===== config.mk =====
export PLATFORM = sky130hd
export DESIGN_NAME = z80_tstate_seq
export DESIGN_NICKNAME = d
export VERILOG_FILES = /design/src/rtl/z80_tstate_seq.sv
export SDC_FILE = /design/constraint.sdc
export NUM_CORES = 1
export LEC_CHECK = 0
export CAP_MARGIN = 0
export CORE_UTILIZATION = 45
export CTS_BUF_LIST = sky130_fd_sc_hd__clkbuf_4 sky130_fd_sc_hd__clkbuf_8
export DETAILED_ROUTE_END_ITERATION = 8
export PLACE_DENSITY = 0.76
export SLEW_MARGIN = 20
export SYNTH_ARGS = -nofsm -noshare
export SYNTH_HDL_FRONTEND = slang
export SYNTH_SLANG_ARGS = --single-unit

===== constraint.sdc =====
create_clock -name Clk -period 4 [get_ports Clk]
set_input_delay 1 -clock Clk [delete_from_list [all_inputs] [get_ports Clk]]
set_output_delay 1 -clock Clk [all_outputs]
set_load 0.05 [all_outputs]

===== src/rtl/z80_tstate_seq.sv =====
// Z80 bus-cycle sequencer: steps T1..T4/TW on Clk4 edges (sampled in the Clk domain)
// and drives the active-low bus strobes for M1, memory read/write and I/O read cycles.
module z80_tstate_seq #(
    parameter int IO_AUTO_WAIT = 1
) (
    input  logic       Clk,
    input  logic       Reset,
    input  logic       Clk4,
    input  logic       Start,
    input  logic [1:0] CycleType,
    input  logic       Wait_n,
    output logic       Busy,
    output logic       Done,
    output logic       DataLatch,
    output logic [2:0] TState,
    output logic       M1_n,
    output logic       MREQ_n,
    output logic       IORQ_n,
    output logic       RD_n,
    output logic       WR_n,
    output logic       RFSH_n,
    output logic       AddrSel
);
    localparam logic [2:0] TS_IDLE = 3'd0, TS_T1 = 3'd1, TS_T2 = 3'd2,
                           TS_T3 = 3'd3, TS_T4 = 3'd4, TS_TW = 3'd7;
    localparam logic [1:0] CY_M1 = 2'd0, CY_MR = 2'd1, CY_MW = 2'd2, CY_IO = 2'd3;
    localparam logic [1:0] AW = 2'(IO_AUTO_WAIT);

    logic       c4_q;
    logic       rise, fall;
    logic [1:0] ctype;
    logic [1:0] aw_left;   // automatic I/O waits still to insert
    logic       wait_ok;   // last sampled Wait_n (1 when no sample was due)

    assign rise = Clk4 & ~c4_q;
    assign fall = ~Clk4 & c4_q;

    always_ff @(posedge Clk) begin
        if (Reset) begin
            c4_q      <= 1'b1;
            Busy      <= 1'b0;
            Done      <= 1'b0;
            DataLatch <= 1'b0;
            TState    <= TS_IDLE;
            ctype     <= CY_M1;
            aw_left   <= 2'd0;
            wait_ok   <= 1'b1;
            M1_n      <= 1'b1;
            MREQ_n    <= 1'b1;
            IORQ_n    <= 1'b1;
            RD_n      <= 1'b1;
            WR_n      <= 1'b1;
            RFSH_n    <= 1'b1;
            AddrSel   <= 1'b0;
        end else begin
            c4_q      <= Clk4;
            Done      <= 1'b0;
            DataLatch <= 1'b0;
            // Acceptance edge never also steps state, so T1 waits for the following rise
            if (!Busy) begin
                if (Start) begin
                    Busy  <= 1'b1;
                    ctype <= CycleType;
                end
            end else if (rise) begin
                case (TState)
                    TS_IDLE: begin
                        TState <= TS_T1;
                        if (ctype == CY_M1) M1_n <= 1'b0;
                    end
                    TS_T1: begin
                        TState  <= TS_T2;
                        aw_left <= (ctype == CY_IO) ? AW : 2'd0;
                        wait_ok <= 1'b1;
                        if (ctype == CY_MW) WR_n <= 1'b0;
                        if (ctype == CY_IO) begin
                            IORQ_n <= 1'b0;
                            RD_n   <= 1'b0;
                        end
                    end
                    TS_T2, TS_TW: begin
                        if (aw_left != 2'd0) begin
                            TState  <= TS_TW;
                            aw_left <= aw_left - 2'd1;
                        end else if (!wait_ok) begin
                            TState <= TS_TW;
                        end else begin
                            TState <= TS_T3;
                            if (ctype == CY_M1) begin
                                DataLatch <= 1'b1;
                                M1_n      <= 1'b1;
                                MREQ_n    <= 1'b1;
                                RD_n      <= 1'b1;
                                RFSH_n    <= 1'b0;
                                AddrSel   <= 1'b1;
                            end
                        end
                    end
                    TS_T3: begin
                        if (ctype == CY_M1) begin
                            TState <= TS_T4;
                        end else begin
                            TState <= TS_IDLE;
                            Busy   <= 1'b0;
                            Done   <= 1'b1;
                        end
                    end
                    TS_T4: begin
                        TState  <= TS_IDLE;
                        Busy    <= 1'b0;
                        Done    <= 1'b1;
                        RFSH_n  <= 1'b1;
                        AddrSel <= 1'b0;
                    end
                    default: TState <= TS_IDLE;
                endcase
            end else if (fall) begin
                case (TState)
                    TS_T1: begin
                        if (ctype != CY_IO) MREQ_n <= 1'b0;
                        if (ctype == CY_M1 || ctype == CY_MR) RD_n <= 1'b0;
                    end
                    // Wait is only honoured once the automatic I/O waits are used up
                    TS_T2, TS_TW: begin
                        if (aw_left == 2'd0) wait_ok <= Wait_n;
                    end
                    TS_T3: begin
                        case (ctype)
                            CY_M1: MREQ_n <= 1'b0;
                            CY_MR: begin
                                DataLatch <= 1'b1;
                                MREQ_n    <= 1'b1;
                                RD_n      <= 1'b1;
                            end
                            CY_MW: begin
                                MREQ_n <= 1'b1;
                                WR_n   <= 1'b1;
                            end
                            default: begin
                                DataLatch <= 1'b1;
                                IORQ_n    <= 1'b1;
                                RD_n      <= 1'b1;
                            end
                        endcase
                    end
                    TS_T4: MREQ_n <= 1'b1;
                    default: ;
                endcase
            end
        end
    end
endmodule


# [Yosys cells after proc, flatten, opt, wreduce, memory -nomap -nowiden]
# Cells that the tools add are included.
[totals] input_bits=7 regBits=19
[classes] eq_ne=30 bitwise=6 addsub=1 n_mux=59 n_reduce_logical=30
[op_table] cell="two-way mux 1 bit" n=44
[op_table] cell="!= test 3 bit, second input constant" n=8
[op_table] cell="one-hot mux 1 bit (2 select lines)" n=8
[op_table] cell="nonzero test 2 bit" n=8
[op_table] cell="!= test 2 bit, second input constant" n=7
[op_table] cell="!= test 2 x 1 -> 1 bit, second input constant" n=6
[op_table] cell="one-hot mux 3 bit (4 select lines)" n=1
[op_table] cell="AND reduction 6 bit" n=2
[op_table] cell="AND reduction 10 bit" n=1
[op_table] cell="AND reduction 5 bit" n=2
[op_table] cell="two-way mux 3 bit" n=3
[op_table] cell="AND reduction 9 bit" n=1
[op_table] cell="OR reduction 2 bit" n=4
[op_table] cell="AND reduction 7 bit" n=1
[op_table] cell="equality test 3 x 2 -> 1 bit, second input constant" n=2
[op_table] cell="equality test 3 bit, second input constant" n=2
[op_table] cell="OR reduction 3 bit" n=2
[op_table] cell="equality test 2 bit, second input constant" n=2
[op_table] cell="logical NOT 2 bit" n=2
[op_table] cell="NOT 1 bit" n=4
[op_table] cell="one-hot mux 2 bit (2 select lines)" n=1
[op_table] cell="AND reduction 2 bit" n=2
[op_table] cell="AND reduction 4 bit" n=1
[op_table] cell="nonzero test 4 bit" n=1
[op_table] cell="other kinds (10)" n=11

# [Logic depth before layout (Yosys ltp)]
# Gate-level depths: netlist of the first run.
[depth] ltp_word=6 mapped_depth=8

# [Least setup slack after synthesis of the first run]
# No wires, ideal clock.
[synth_path] path_kind="in2reg" start="input Clk4" end="register RD_n" arrival_ns=2.067 slack_ns=1.861 path_stages=6 path_cell_list="inv_1 -> ha_1 -> and2b_1 -> o41ai_1 -> nor4_2 -> mux2i_1"
[synth_via] elab_chain_cells=4 elab_cells_between_ends=14 classes_between="eq/ne (7); mux (1); bitwise (3); reduce/logical (3)"
[synth_rtl] item="from (decl)" line="8" source="input logic Clk4,"
[synth_rtl] item="NOT 1 bit" line="36" source="assign fall = ~Clk4 & c4_q;"
[synth_rtl] item="bitwise AND 1 bit" line="36"
[synth_rtl] item="nonzero test 2 bit (no line)"
[synth_rtl] item="AND reduction 10 bit (no line)"
[synth_rtl] item="to (signal assigned)" line="51" source="RD_n <= 1'b1;"
[synth_rtl] item="to (signal assigned)" line="78" source="RD_n <= 1'b0;"
[synth_rtl] item="to (signal assigned)" line="93" source="RD_n <= 1'b1;"
[synth_rtl] item="to (decl)" line="19" source="output logic RD_n,"
# Several ways; a longest one is shown, not always the timed one.
# A chain may end at the register's enable or synchronous reset.

# [Final worst setup path of the first run]
[layout_path] start="register TState[1]" end="output TState[1]"
[layout_rtl] item="from (decl)" line="15" source="output logic [2:0] TState,"
[layout_rtl] item="from (signal assigned)" line="44" source="TState <= TS_IDLE;"
[layout_rtl] item="from (signal assigned)" line="68" source="TState <= TS_T1;"
[layout_rtl] item="from (signal assigned)" line="72" source="TState <= TS_T2;"
# No word-level cell between the ends.

==> results.md, run 1 <==
- Final-report hold violation count: 0
- Overall Global Routing Usage: 20.50%
- Largest net degree at the start of global routing: 24
- Number of storage elements in the synthesis netlist: 19
- Portion of total power attributed to sequential cells: 54.6%
- Vert. Die Dim: 53.50 µm
- Area fraction of the dominant cell type after synthesis: 31.87%
- Proportion of synthesized chip area in sequential cells: 31.87%
- Via count: 1108
- Number of max-slew violations in the final report: 0
- Clock buffers created by TritonCTS: 3
- Sink Count: 19
- Post-synth top area cell: dfxtp_1
- Internal Power: 0.2632 mW
- H-tree Lvls: 1
- Cts-stage hold buffer count: 0
- I/O pin count: 20
- Largest regs: TState (3), aw_left (2), ctype (2)
- Fraction of layout instances using a drive strength above 1: 6.748%
- Routed Wire Length: 2595 µm
- Worst-Skew Late Latency: 300 ps
- Net count reported at finish: 180
- Most instantiated flip-flop cell in the synthesis netlist: dfxtp_1
- Final Skew: 1.070 ps
- Switching share of power: 28.30%
- Proportion of register bits with asynchronous set or reset after synthesis: 0%
- Total Power Consumption: 0.3670 mW
- Area of the die: 2862 µm²
- Post-CTS Setup Repair Bufs: 0
- Clk pwr share: 29.1%
- Post-route fraction of the period consumed by the critical path: 72.89%
- Total DRC errors in the routed layout: 0
- Global route overflow: 0
- Syn Nets: 165
- Setup TNS: 0 ps
- Diode insertion count for antenna repair: 0
- Slew at the pin with the worst max-slew slack: 750.8 ps
- WL per Instance: 13.45 µm
- Root buffer cell: clkbuf_4
- P_leak: 0.5302 nW
- Count of cell types in the netlist: 46
- Cell count after synthesis: 149
- Number of antenna violations at the first check in global routing: 0
- Flip-flop count of the largest register after layout: 3
- Number of iterations in the first detailed-routing pass: 4
- Fill count: 232
- Top library cells by usage in the layout, fill and taps aside: nor2_1 (22), dfxtp_1 (19), clkdlybuf4s50_1 (19), nand2_1 (11), a21oi_1 (11)
- Critical Path Source Type: flop
- Cell at the slowest stage of the critical path: clkdlybuf4s50_1
- Count of buffer and inverter cells on the critical path: 1
- Remaining antenna violation count: 0
- Worst stage delay on the critical path: 910 ps
- Worst path top cell family by delay: buffers and inverters
- Max Clock Freq: 0.3430 GHz
- Count of cells resized by post-cts repair: 0
- Width of the chip: 53.50 µm
- Synthesized area: 1194 µm²
- Worst hold slack after final layout: 483.9 ps
- CTS tree: yes
- Data arrival, critical path: 1920 ps
- Part of the total power dissipated in combinational logic: 16.3%
- Run status: finished, final reports clean
- Placed wire-length estimate after detailed placement: 1854 µm
- Critical path peak fanout: 18
- Synth-to-Final Area Change: 17.51%
- Input/output buffers: 19
- Largest Register: TState
- Maximum ir drop on the vdd rail: 187.5 µV
- Final period demand of the worst path: 2916 ps
- Number of global-route vias before repair: 935
- Bufs on Longest Clock Path: 2
- First-pass GRT wire length: 4133 µm
- Per-cell via count in the routed design: 5.741
- Commonest non-fill, non-tap cell in the layout: nor2_1
- Hold Path Class: reg2reg
- Crit Path Class: reg2out
- Synth area leaders: dfxtp_1 (32%), ha_1 (9.4%), nor2_1 (6.9%)
- Avg Cell Area, Syn: 8.011 µm²
- Cell Pwr Density: 261.7 nW/µm²
- Clock Pin Slew Worst Setup and Hold Paths: 110 ps
- Starting density of the core: 47.75%
- Worst rel slew slack: 49.79%
- Req. time, crit path: 3000 ps
- Number of max-cap violations: 0
- Total number of placement rows: 18
- Setup violation total in the final timing report: 0
- Setup crit end kind: output port
- Setup repair after global routing missed its margin: false
- Number of flops mapped to enable cells by yosys: 0
- Final weighted congestion in routability-driven placement: 0.8931
- Initial drt markers: 28
- Cell-by-cell trace of the critical path: clkdlybuf4s50_1
- Area of the core: 2500 µm²
- Synthesis Warnings: 0
- NetSw: 0.1039 mW
Yosys cell counts (all sizes together) (3+ instances only):
cell type,number
clkbuf,5
a21o,3
nor2,23
nor2b,3
inv,9
nand2,11
buf,4
o21ai,4
nor3,6
dfxtp,19
a21oi,11
nand3,4
ha,9
nand2b,4
stage by stage:
stage | cell area, µm² | setup WS [ps] | util, % | cells
finish | 1403 | 1084 | 56.11 | 193
global placement | 1373 | 1148 | 54.90 | 189
floorplan | 1194 | 1861 | - | 149
global route | 1403 | 998.7 | 56.11 | 193
CTS | 1403 | 1080 | 56.11 | 193
detailed placement | 1373 | 1080 | 54.90 | 189
layout make-up:
| class | count | area (µm²) | share of cell area (%) |
|---|---|---|---|
| multi-input cells | 112 | 730.7 | 52.10 |
| well taps | 30 | 37.54 | 2.676 |
| inverters | 9 | 33.78 | 2.409 |
| repair buffers | 19 | 190.2 | 13.56 |
| clock buffers | 4 | 30.03 | 2.141 |
| flip-flops and latches | 19 | 380.4 | 27.12 |
power by group through the flow:
stage	Combinational, mW	Clock, mW	Sequential, mW
global route	0.0663	0.118	0.202
floorplan	0.0365	0	0.210
finish	0.0597	0.107	0.201
global placement	0.0577	0	0.205
CTS	0.0594	0.111	0.201
detailed placement	0.0590	0	0.205
cell families after synthesis:
group,count (synthesis),synth area share [%]
buffers and inverters,18,6.918
AO/OA/AOI/OAI,37,22.01
multiplexers,2,1.677
AND/OR/NAND/NOR,64,28.09
flip-flops,19,31.87
adder cells (fa/ha/maj),9,9.434
routing by layer:
layer	vias up	global-route usage, %	wire length, µm
met3	8	2.586	105
met1	510	26.71	1198
li1	561	-	-
met5	-	0	0
met4	0	13.60	70
met2	29	31.25	1220
worst register-to-register path, cell delays in order (launching register included):
cell	delay (ps)
dfxtp_1	700
nor2b_2	300
a32oi_1	120
o221a_1	280
nor4_2	180
mux2i_1	210
final timing paths:
check | start | to | slack, ps | cells after the start
min | AddrSel | AddrSel | 480 | 2
max | TState[1] | TState[1] | 1080 | 1
max reg2reg | TState[1] | RD_n | 2150 | 5
min reg2reg | AddrSel | AddrSel | 480 | 2
Note: power is estimated with default switching activity, not from simulation.
==> inputs of run 2 (changes only) <==
Settings changed: PLACE_DENSITY 0.76 to 0.79.
Clock period 4 ns to 2.4 ns, I/O delays scaled along.
==> results.md, run 2 (synthesis results as in run 1) <==
- Cell at the slowest stage of the critical path: clkdlybuf4s50_1
- Setup crit end kind: output port
- Largest net degree at the start of global routing: 23
- Final design instance area without fill: 1443 µm²
- Number of max-slew violations in the final report: 0
- Final-report hold violation count: 0
- Critical path peak fanout: 8
- WL per Instance: 13.18 µm
- Setup slack of the worst register-to-register path: 640 ps
- Depth of the most critical reg-to-reg path: 5
- NetSw: 0.1795 mW
- Setup repair after global routing missed its margin: false
- Destination of the worst hold path: RFSH_n
- Bufs on Longest Clock Path: 2
- Hold Path Class: reg2reg
- Final Skew: 6.500 ps
- Total number of placement rows: 18
- HP Start: RFSH_n
- Maximum ir drop on the vdd rail: 374.3 µV
- Sink Count: 19
- Largest regs: TState (3), aw_left (2), ctype (2)
- Net count reported at finish: 186
- Clock Pin Slew Worst Setup and Hold Paths: 120 ps
- Worst-Skew Late Latency: 300 ps
- Worst stage delay on the critical path: 860 ps
- Number of max-cap violations: 0
- Slew at the pin with the worst max-slew slack: 499.8 ps
- Overall Global Routing Usage: 21.14%
- Largest Register: TState
- Crit Path Class: reg2out
- Cts-stage hold buffer count: 0
- Width of the chip: 53.50 µm
- Internal Power: 0.4291 mW
- Critical register-to-register path endpoint: RFSH_n
- Final weighted congestion in routability-driven placement: 0.8408
- I/O pin count: 20
- Synth-to-Final Area Change: 20.86%
- Setup TNS: 0 ps
- Part of the total power dissipated in combinational logic: 17.8%
- Total DRC errors in the routed layout: 0
- Worst hold slack after final layout: 502.1 ps
- Initial drt markers: 24
- Setup violation total in the final timing report: 0
- Area of the die: 2862 µm²
- Clock buffers created by TritonCTS: 3
- Count of buffer and inverter cells on the critical path: 1
- Critical Path Source Type: flop
- Fraction of layout instances using a drive strength above 1: 11.24%
- Number of iterations in the first detailed-routing pass: 6
- Worst path top cell family by delay: buffers and inverters
- Via count: 1117
- Diode insertion count for antenna repair: 0
- Area of the core: 2500 µm²
- Number of global-route vias before repair: 1034
- Worst rel slew slack: 66.63%
- CTS tree: yes
- Vert. Die Dim: 53.50 µm
- Top library cells by usage in the layout, fill and taps aside: nor2_1 (22), dfxtp_1 (19), clkdlybuf4s50_1 (16), nand2_1 (11), a21oi_1 (11)
- Hold Path Cell Cnt: 1
- Clk pwr share: 27.6%
- Post-route fraction of the period consumed by the critical path: 94.94%
- Data arrival, critical path: 1680 ps
- Switching share of power: 29.49%
- Final period demand of the worst path: 2279 ps
- Number of antenna violations at the first check in global routing: 0
- Commonest non-fill, non-tap cell in the layout: nor2_1
- Critical R2R Launch: TState[2]
- Portion of total power attributed to sequential cells: 54.5%
- Req. time, crit path: 1800 ps
- Flip-flop count of the largest register after layout: 3
- Max Clock Freq: 0.4389 GHz
- Input/output buffers: 19
- Remaining antenna violation count: 0
- Run status: finished, final reports clean
- Root buffer cell: clkbuf_4
- Cell area reported after detailed placement: 1413 µm²
- Cell Pwr Density: 421.9 nW/µm²
- Routed Wire Length: 2622 µm
- Per-cell via count in the routed design: 5.613
- Placed wire-length estimate after detailed placement: 1970 µm
- First-pass GRT wire length: 4429 µm
- Global route overflow: 0
- Cell-by-cell trace of the critical path: clkdlybuf4s50_1
- Starting density of the core: 47.75%
- P_leak: 0.5833 nW
- H-tree Lvls: 1
[run 2: per-stage QoR]
step	instances	power [mW]	utilization [%]	setup slack, ps
after floorplan	149	0.4104	-	585.4
after global placement	195	0.4429	56.51	82.16
after detailed placement	195	0.4471	56.51	19.40
after CTS	199	0.6148	57.61	69.92
after global routing	199	0.6410	57.71	53.32
final	199	0.6086	57.71	121.4
[run 2: routing by layer]
metal	track usage, %	wire [µm]
met5	0	0
met3	3.448	114
met2	35.63	1343
met1	26.67	1154
met4	7.895	10
[run 2: layout make-up]
cell class / instances / area (µm²)
clock buffer: 3 / 22.52
multi-input combinational: 112 / 730.7
tap: 30 / 37.54
fill: 238 / 1057
inverter: 9 / 33.78
sequential: 19 / 380.4
timing repair buffer: 25 / 232.7
clock inverter: 1 / 5.005
[run 2: power groups by stage]
stage                     logic [mW]  clock network (mW)  registers, mW
after floorplan               0.0608                   0          0.350
after global placement         0.104                   0          0.339
after detailed placement       0.108                   0          0.339
after CTS                      0.108               0.175          0.332
after global routing           0.120               0.187          0.334
final                          0.108               0.168          0.332
[run 2: what timing repair did]
action                                  in CTS  in global routing
gates resized for setup                      0                  1
setup buffers                                0                  0
endpoints found under the setup margin       0                  1
[run 2: worst max path at each step]
| stage | cells past startpoint | from | slack (ps) | endpoint |
|---|---|---|---|---|
| floorplan | 6 | TState[0] | 590 | MREQ_n |
| global placement | 7 | Clk4 | 80 | RD_n |
| detailed placement | 7 | Clk4 | 20 | RD_n |
| CTS | 1 | TState[0] | 70 | TState[0] |
| global route | 1 | Busy | 50 | Busy |
| finish | 1 | Busy | 120 | Busy |
